<file path="config.mk">
export PLATFORM = sky130hd
export DESIGN_NAME = minmax_tracker
export DESIGN_NICKNAME = d
export VERILOG_FILES = /design/src/rtl/minmax_tracker.sv
export SDC_FILE = /design/constraint.sdc
export NUM_CORES = 1
export LEC_CHECK = 0
export BUFFER_PORTS_ARGS = -buffer_cell sky130_fd_sc_hd__buf_2
export CAP_MARGIN = 20
export CELL_PAD_IN_SITES_DETAIL_PLACEMENT = 1
export CELL_PAD_IN_SITES_GLOBAL_PLACEMENT = 1
export CORE_UTILIZATION = 25
export DETAILED_ROUTE_END_ITERATION = 16
export PLACE_DENSITY = 0.53
export SYNTH_ARGS = -nofsm -noshare
export SYNTH_HDL_FRONTEND = slang
export SYNTH_SLANG_ARGS = --single-unit
</file>
<file path="constraint.sdc">
create_clock -name clk -period 3.3 [get_ports clk]
set_clock_uncertainty 0.15 [all_clocks]
set_input_delay 0 -clock clk [delete_from_list [all_inputs] [get_ports clk]]
set_output_delay 0 -clock clk [all_outputs]
set_load 0.02 [all_outputs]
</file>
<file path="src/rtl/minmax_tracker.sv">
// minmax_tracker: per-frame unsigned min/max and saturating sample count behind valid/ready handshakes
module minmax_tracker #(
  parameter int word_size = 16,
  parameter int cnt_width = 8
) (
  input  logic                 clk,
  input  logic                 rst,
  input  logic                 in_valid,
  output logic                 in_ready,
  input  logic [word_size-1:0] in_data,
  input  logic                 in_last,
  output logic                 out_valid,
  input  logic                 out_ready,
  output logic [word_size-1:0] out_min,
  output logic [word_size-1:0] out_max,
  output logic [cnt_width-1:0] out_count,
  output logic                 out_sat
);
  localparam logic [1:0] idle = 2'd0;
  localparam logic [1:0] accum = 2'd1;
  localparam logic [1:0] hold = 2'd2;
  localparam logic [cnt_width-1:0] cnt_max = '1;
  logic [1:0] state_q, state_d;
  logic [word_size-1:0] min_q, min_d, max_q, max_d;
  logic [cnt_width-1:0] count_q, count_d;
  logic sat_q, sat_d;
  logic take;
  assign in_ready = state_q != hold;
  assign take = in_valid && in_ready;
  assign out_valid = state_q == hold;
  assign out_min = min_q;
  assign out_max = max_q;
  assign out_count = count_q;
  assign out_sat = sat_q;
  always_comb begin
    state_d = state_q;
    min_d = min_q;
    max_d = max_q;
    count_d = count_q;
    sat_d = sat_q;
    if (state_q == idle && take) begin
      min_d = in_data;
      max_d = in_data;
      count_d = cnt_width'(1);
      sat_d = 1'b0;
      state_d = in_last ? hold : accum;
    end else if (state_q == accum && take) begin
      min_d = in_data < min_q ? in_data : min_q;
      max_d = in_data > max_q ? in_data : max_q;
      count_d = count_q == cnt_max ? count_q : count_q + cnt_width'(1);
      sat_d = sat_q || count_q == cnt_max;
      state_d = in_last ? hold : accum;
    end else if (state_q == hold && out_ready) begin
      sat_d = 1'b0;
      state_d = idle;
    end else if (state_q == 2'd3) begin
      state_d = idle;
    end
  end
  always_ff @(posedge clk) begin
    if (rst) begin
      state_q <= idle;
      min_q <= '0;
      max_q <= '0;
      count_q <= '0;
      sat_q <= 1'b0;
    end else begin
      state_q <= state_d;
      min_q <= min_d;
      max_q <= max_d;
      count_q <= count_d;
      sat_q <= sat_d;
    end
  end
endmodule

</file>
==> metrics.log <==
[metrics] required time reported for the critical path endpoint: 3330 ps
[metrics] nets: 487
[metrics] Bufs and invs on worst path: 2
[metrics] area share of the largest cell type after synthesis: 0.273
[metrics] Warnings, synthesis: 0
[metrics] Hold Slack: 79.3 ps
[metrics] asr flop ratio synth: 0
[metrics] via count of the first global-routing pass: ~3100
[metrics] worst hold path cell count: 4
[metrics] Total Routing Usage GR: 0.161
[metrics] highest clock frequency the design can meet: 387 MHz
[metrics] P_leak: 1.52 nW
[metrics] die area: roughly 13000 µm²
[metrics] ratio of final minimum period to clock period: 0.784
[metrics] net count of the mapped netlist: 424
[metrics] cell types occupying the most area after synthesis: sky130_fd_sc_hd__dfxtp_1 27%, sky130_fd_sc_hd__ha_1 13%, sky130_fd_sc_hd__o221ai_2 5.2%
[metrics] clock transition at the registers of the reported paths: 60 ps
[metrics] synthesized instance count: roughly 370
[metrics] remaining design rule violation count: 0
[metrics] Die Height: 114 µm
[metrics] Clock Latency Late Sink: around 290 ps
[metrics] met2 Track Usage GR: 0.282
[metrics] worst setup slack after placement: 707 ps
[metrics] met1 capacity usage during global routing: 0.203
[metrics] Pwr Density: 379 nW/µm²
[metrics] FF+latch count, synth: 43
[metrics] number of distinct library cell variants in the gate-level netlist after synthesis: 42
[metrics] cell class contributing the biggest share of worst-path delay: simple AND/OR/NAND/NOR gates
[metrics] sum of negative setup slack: 0 ps
[metrics] cell depth of the worst flop-to-flop path: 8
[metrics] synthesized area per cell: between 8 and 9 µm²
[metrics] pin count of the biggest net entering global routing: 36
[metrics] startpoint of the most critical setup path: out_min[13]$_SDFFE_PP0P_
[metrics] clock buffer count from CTS: 5
[metrics] final hold violation count: 0
[metrics] remaining number of nets flagged by the antenna check after routing: 0
[metrics] transition time at the pin with the least slew margin: 730 ps
[metrics] number of DRC violations after detailed-routing iteration 0: 91
[metrics] worst vdd rail ir drop: 0.189 mV
[metrics] start-to-end type of the worst setup path: reg2reg
[metrics] met3 Resource Use GR: 0.0275
[metrics] share of synthesized area occupied by flip-flops and latches: 0.273
[metrics] H-tree levels: 2
[metrics] effective utilization at floorplan: 0.259
[metrics] cell with the largest stage delay on the worst path: sky130_fd_sc_hd__and3_1
[metrics] number of enable flip-flop cells after synthesis: 0
[metrics] cell count along the critical path: 8
[metrics] synthesized area: roughly 3200 µm²
[metrics] result of the run: completed
[metrics] critical path launch point type: register
[metrics] via density per instance: 4.97
[metrics] final count of pins violating max slew: 0
[metrics] number of antenna violations at the first check in global routing: 0
[metrics] worst setup slack after layout: 714 ps
[metrics] launching point of the worst reg2reg path: out_min[13]$_SDFFE_PP0P_
[metrics] Max FO, Critical Path: 17
[metrics] standard-cell row count: 40
[metrics] fraction of layout cells with a size suffix above 1: 0.246
[metrics] number of top-level pins: 64
[metrics] number of input and output port buffers inserted: 63
[metrics] setup repair after global routing missed its margin: no
[metrics] WL per Instance: about 17 µm
[metrics] post-route minimum period: 2590 ps
[metrics] data arrival time at the worst-slack endpoint: 2610 ps
[metrics] Synth area leader: sky130_fd_sc_hd__dfxtp_1
[metrics] dominant register cell in the synthesized netlist: sky130_fd_sc_hd__dfxtp_1
[metrics] global-route wire length before repair: between 15000 and 20000 µm
[metrics] worst hold start: in_data[14]
[metrics] Placeable Area: around 12000 µm²
[metrics] root cell of the clock tree: sky130_fd_sc_hd__clkbuf_16
[metrics] Inserted Diodes: 0
[metrics] routed via count: about 3000
[metrics] width of the chip: 114 µm
[metrics] path category of the worst min-delay check: in2reg
[metrics] routing layer with the top usage in global route: met2
[metrics] Final HPWL DP: between 8000 and 9000 µm
[metrics] final weighted congestion in routability-driven placement: 0.746
[metrics] endpoint class of the critical path: register
[metrics] area overhead of the layout relative to synthesis: 22.4%
[metrics] cells traversed along the worst timing path: inv_1 -> ha_1 -> nand4_1 -> nor3_1 -> o221ai_2 -> and3_1 -> buf_4 -> o41ai_1
[metrics] count of endpoints failing setup in the final report: 0
[metrics] worst rel slew slack: 0.513
[metrics] CTS tree: yes
[metrics] number of detailed-route iterations in the first pass: 4
[metrics] overall overflow remaining after global route: 0
[metrics] post-CTS setup buffers: 0
[metrics] sinks on the clock net: between 40 and 50
[metrics] Max Root-Sink Buffers: 2
[metrics] sum of routed wire length over all layers: around 10000 µm
[metrics] Maximum Capacitance Violations: 0
[metrics] critical path's largest stage delay: 360 ps
[Yosys cell counts (2+ instances only)]
library cell,instances
sky130_fd_sc_hd__o41ai_2,9
sky130_fd_sc_hd__o221ai_2,11
sky130_fd_sc_hd__clkbuf_1,20
sky130_fd_sc_hd__ha_1,32
sky130_fd_sc_hd__nor2_1,14
sky130_fd_sc_hd__inv_1,33
sky130_fd_sc_hd__o21ai_1,4
sky130_fd_sc_hd__nor2b_1,17
sky130_fd_sc_hd__a21oi_1,13
sky130_fd_sc_hd__o21a_1,2
sky130_fd_sc_hd__nand4_1,9
sky130_fd_sc_hd__a41oi_1,15
sky130_fd_sc_hd__o41ai_1,6
sky130_fd_sc_hd__nor4_1,16
sky130_fd_sc_hd__nand2b_1,19
sky130_fd_sc_hd__dfxtp_1,43
sky130_fd_sc_hd__nand2_1,27
sky130_fd_sc_hd__o21ai_0,2
sky130_fd_sc_hd__nand3_1,20
sky130_fd_sc_hd__o221ai_1,6
sky130_fd_sc_hd__a211oi_1,2
sky130_fd_sc_hd__and3_1,3
sky130_fd_sc_hd__o211ai_1,3
sky130_fd_sc_hd__or3_1,2
sky130_fd_sc_hd__xnor2_1,5
sky130_fd_sc_hd__a31oi_1,2
sky130_fd_sc_hd__and2_1,15
sky130_fd_sc_hd__a21boi_1,2
sky130_fd_sc_hd__nor3_1,4
sky130_fd_sc_hd__buf_6,3
[worst register-to-register path, delay by kind of cell, from the launching register on]
family                     cells  cell delay, ps
buffers and inverters          2             280
adders and majority gates      1             290
and+or+nand+nor                3             830
DFF                            1             330
AOI/OAI and AO/OA              2             600
[report_power, final]
| part | internal [mW] | switching, mW | leakage, nW |
|---|---|---|---|
| clock network | 0.280 | 0.209 | 0.0679 |
| registers | 0.554 | 0.0257 | 0.353 |
| logic | 0.149 | 0.246 | 1.09 |
| total | 0.983 | 0.481 | 1.52 |
[sequential cells by signal, summed over array words and instances, names as in the netlist]
| name | cells |
|---|---|
| out_max | 16 |
| out_min | 16 |
| out_count | 8 |
| state_q | 2 |
| out_sat | 1 |
[repair_timing]
action	4_1_cts	5_1_grt
hold endpoints to repair	3	0
endpoints found under the setup margin	0	0
resized for setup	0	0
hold buffers	4	0
[layout by cell type (no fill, tap or decap), types with 2 or more instances in the layout]
cell type	instances
sky130_fd_sc_hd__o221ai_2	11
sky130_fd_sc_hd__and2_1	15
sky130_fd_sc_hd__buf_2	63
sky130_fd_sc_hd__nand2_1	27
sky130_fd_sc_hd__ha_1	32
sky130_fd_sc_hd__o41ai_1	6
sky130_fd_sc_hd__o21a_1	2
sky130_fd_sc_hd__nor2b_1	17
sky130_fd_sc_hd__o221ai_1	6
sky130_fd_sc_hd__o211ai_1	3
sky130_fd_sc_hd__dfxtp_1	43
sky130_fd_sc_hd__buf_4	12
sky130_fd_sc_hd__inv_1	33
sky130_fd_sc_hd__clkbuf_1	2
sky130_fd_sc_hd__o21ai_1	4
sky130_fd_sc_hd__nor3_1	4
sky130_fd_sc_hd__and3_1	3
sky130_fd_sc_hd__nor2_1	13
sky130_fd_sc_hd__xnor2_1	5
sky130_fd_sc_hd__o21ai_0	2
sky130_fd_sc_hd__o41ai_2	9
sky130_fd_sc_hd__a211oi_1	2
sky130_fd_sc_hd__dlygate4sd3_1	4
sky130_fd_sc_hd__clkbuf_16	5
sky130_fd_sc_hd__a21oi_1	13
sky130_fd_sc_hd__nand2b_1	19
sky130_fd_sc_hd__nand3_1	20
sky130_fd_sc_hd__a41oi_1	15
sky130_fd_sc_hd__or3_1	2
sky130_fd_sc_hd__nand4_1	9
sky130_fd_sc_hd__a21boi_1	2
sky130_fd_sc_hd__nor4_1	16
[cells by family (layout without fill, tap and decap cells)]
family / after synthesis / count (layout) / share of synthesized area
flip-flops: 43 / 43 / 0.273
buffers and inverters: 57 / 121 / 0.0753
AND/OR/NAND/NOR: 152 / 152 / 0.268
adder cells (fa/ha/maj): 32 / 32 / 0.127
AO/OA/AOI/OAI: 81 / 81 / 0.241
XOR/XNOR: 6 / 6 / 0.0167
[path summary, 6_finish.rpt]
check	slack, ps	end
worst min-delay path	80	out_max[14]$_SDFFE_PP0P_
worst max-delay path	710	out_min[5]$_SDFFE_PP0P_
worst max register to register	710	out_min[5]$_SDFFE_PP0P_
worst min register to register	350	out_count[1]$_SDFFE_PP0P_
[per-stage QoR]
| stage | util | instances | cell area (µm²) | total power [mW] |
|---|---|---|---|---|
| after floorplan | - | 371 | 3160 | 0.847 |
| after global placement | 0.303 | 591 | 3690 | 0.977 |
| after detailed placement | 0.303 | 591 | 3690 | 0.985 |
| after CTS | 0.318 | 603 | 3860 | 1.49 |
| after global routing | 0.318 | 603 | 3860 | 1.55 |
| final | 0.318 | 603 | 3860 | 1.46 |
[layer usage]
layer | wire length (µm) | part of all wire | vias up
met5 | 0 | 0 | -
met4 | 135 | 0.013 | 0
met3 | 355 | 0.035 | 10
met2 | 4980 | 0.49 | 61
met1 | 4740 | 0.46 | 1429
li1 | - | - | 1498
[cell type report]
type | instances | area [µm²]
tap | 168 | 210
fill | 1483 | 8300
clock inverter | 1 | 5.00
clock buffer | 7 | 133
timing repair buffer | 80 | 465
sequential | 43 | 861
multi-input combinational | 271 | 2070
inverter | 33 | 124
(Power assumes the default switching activity.)
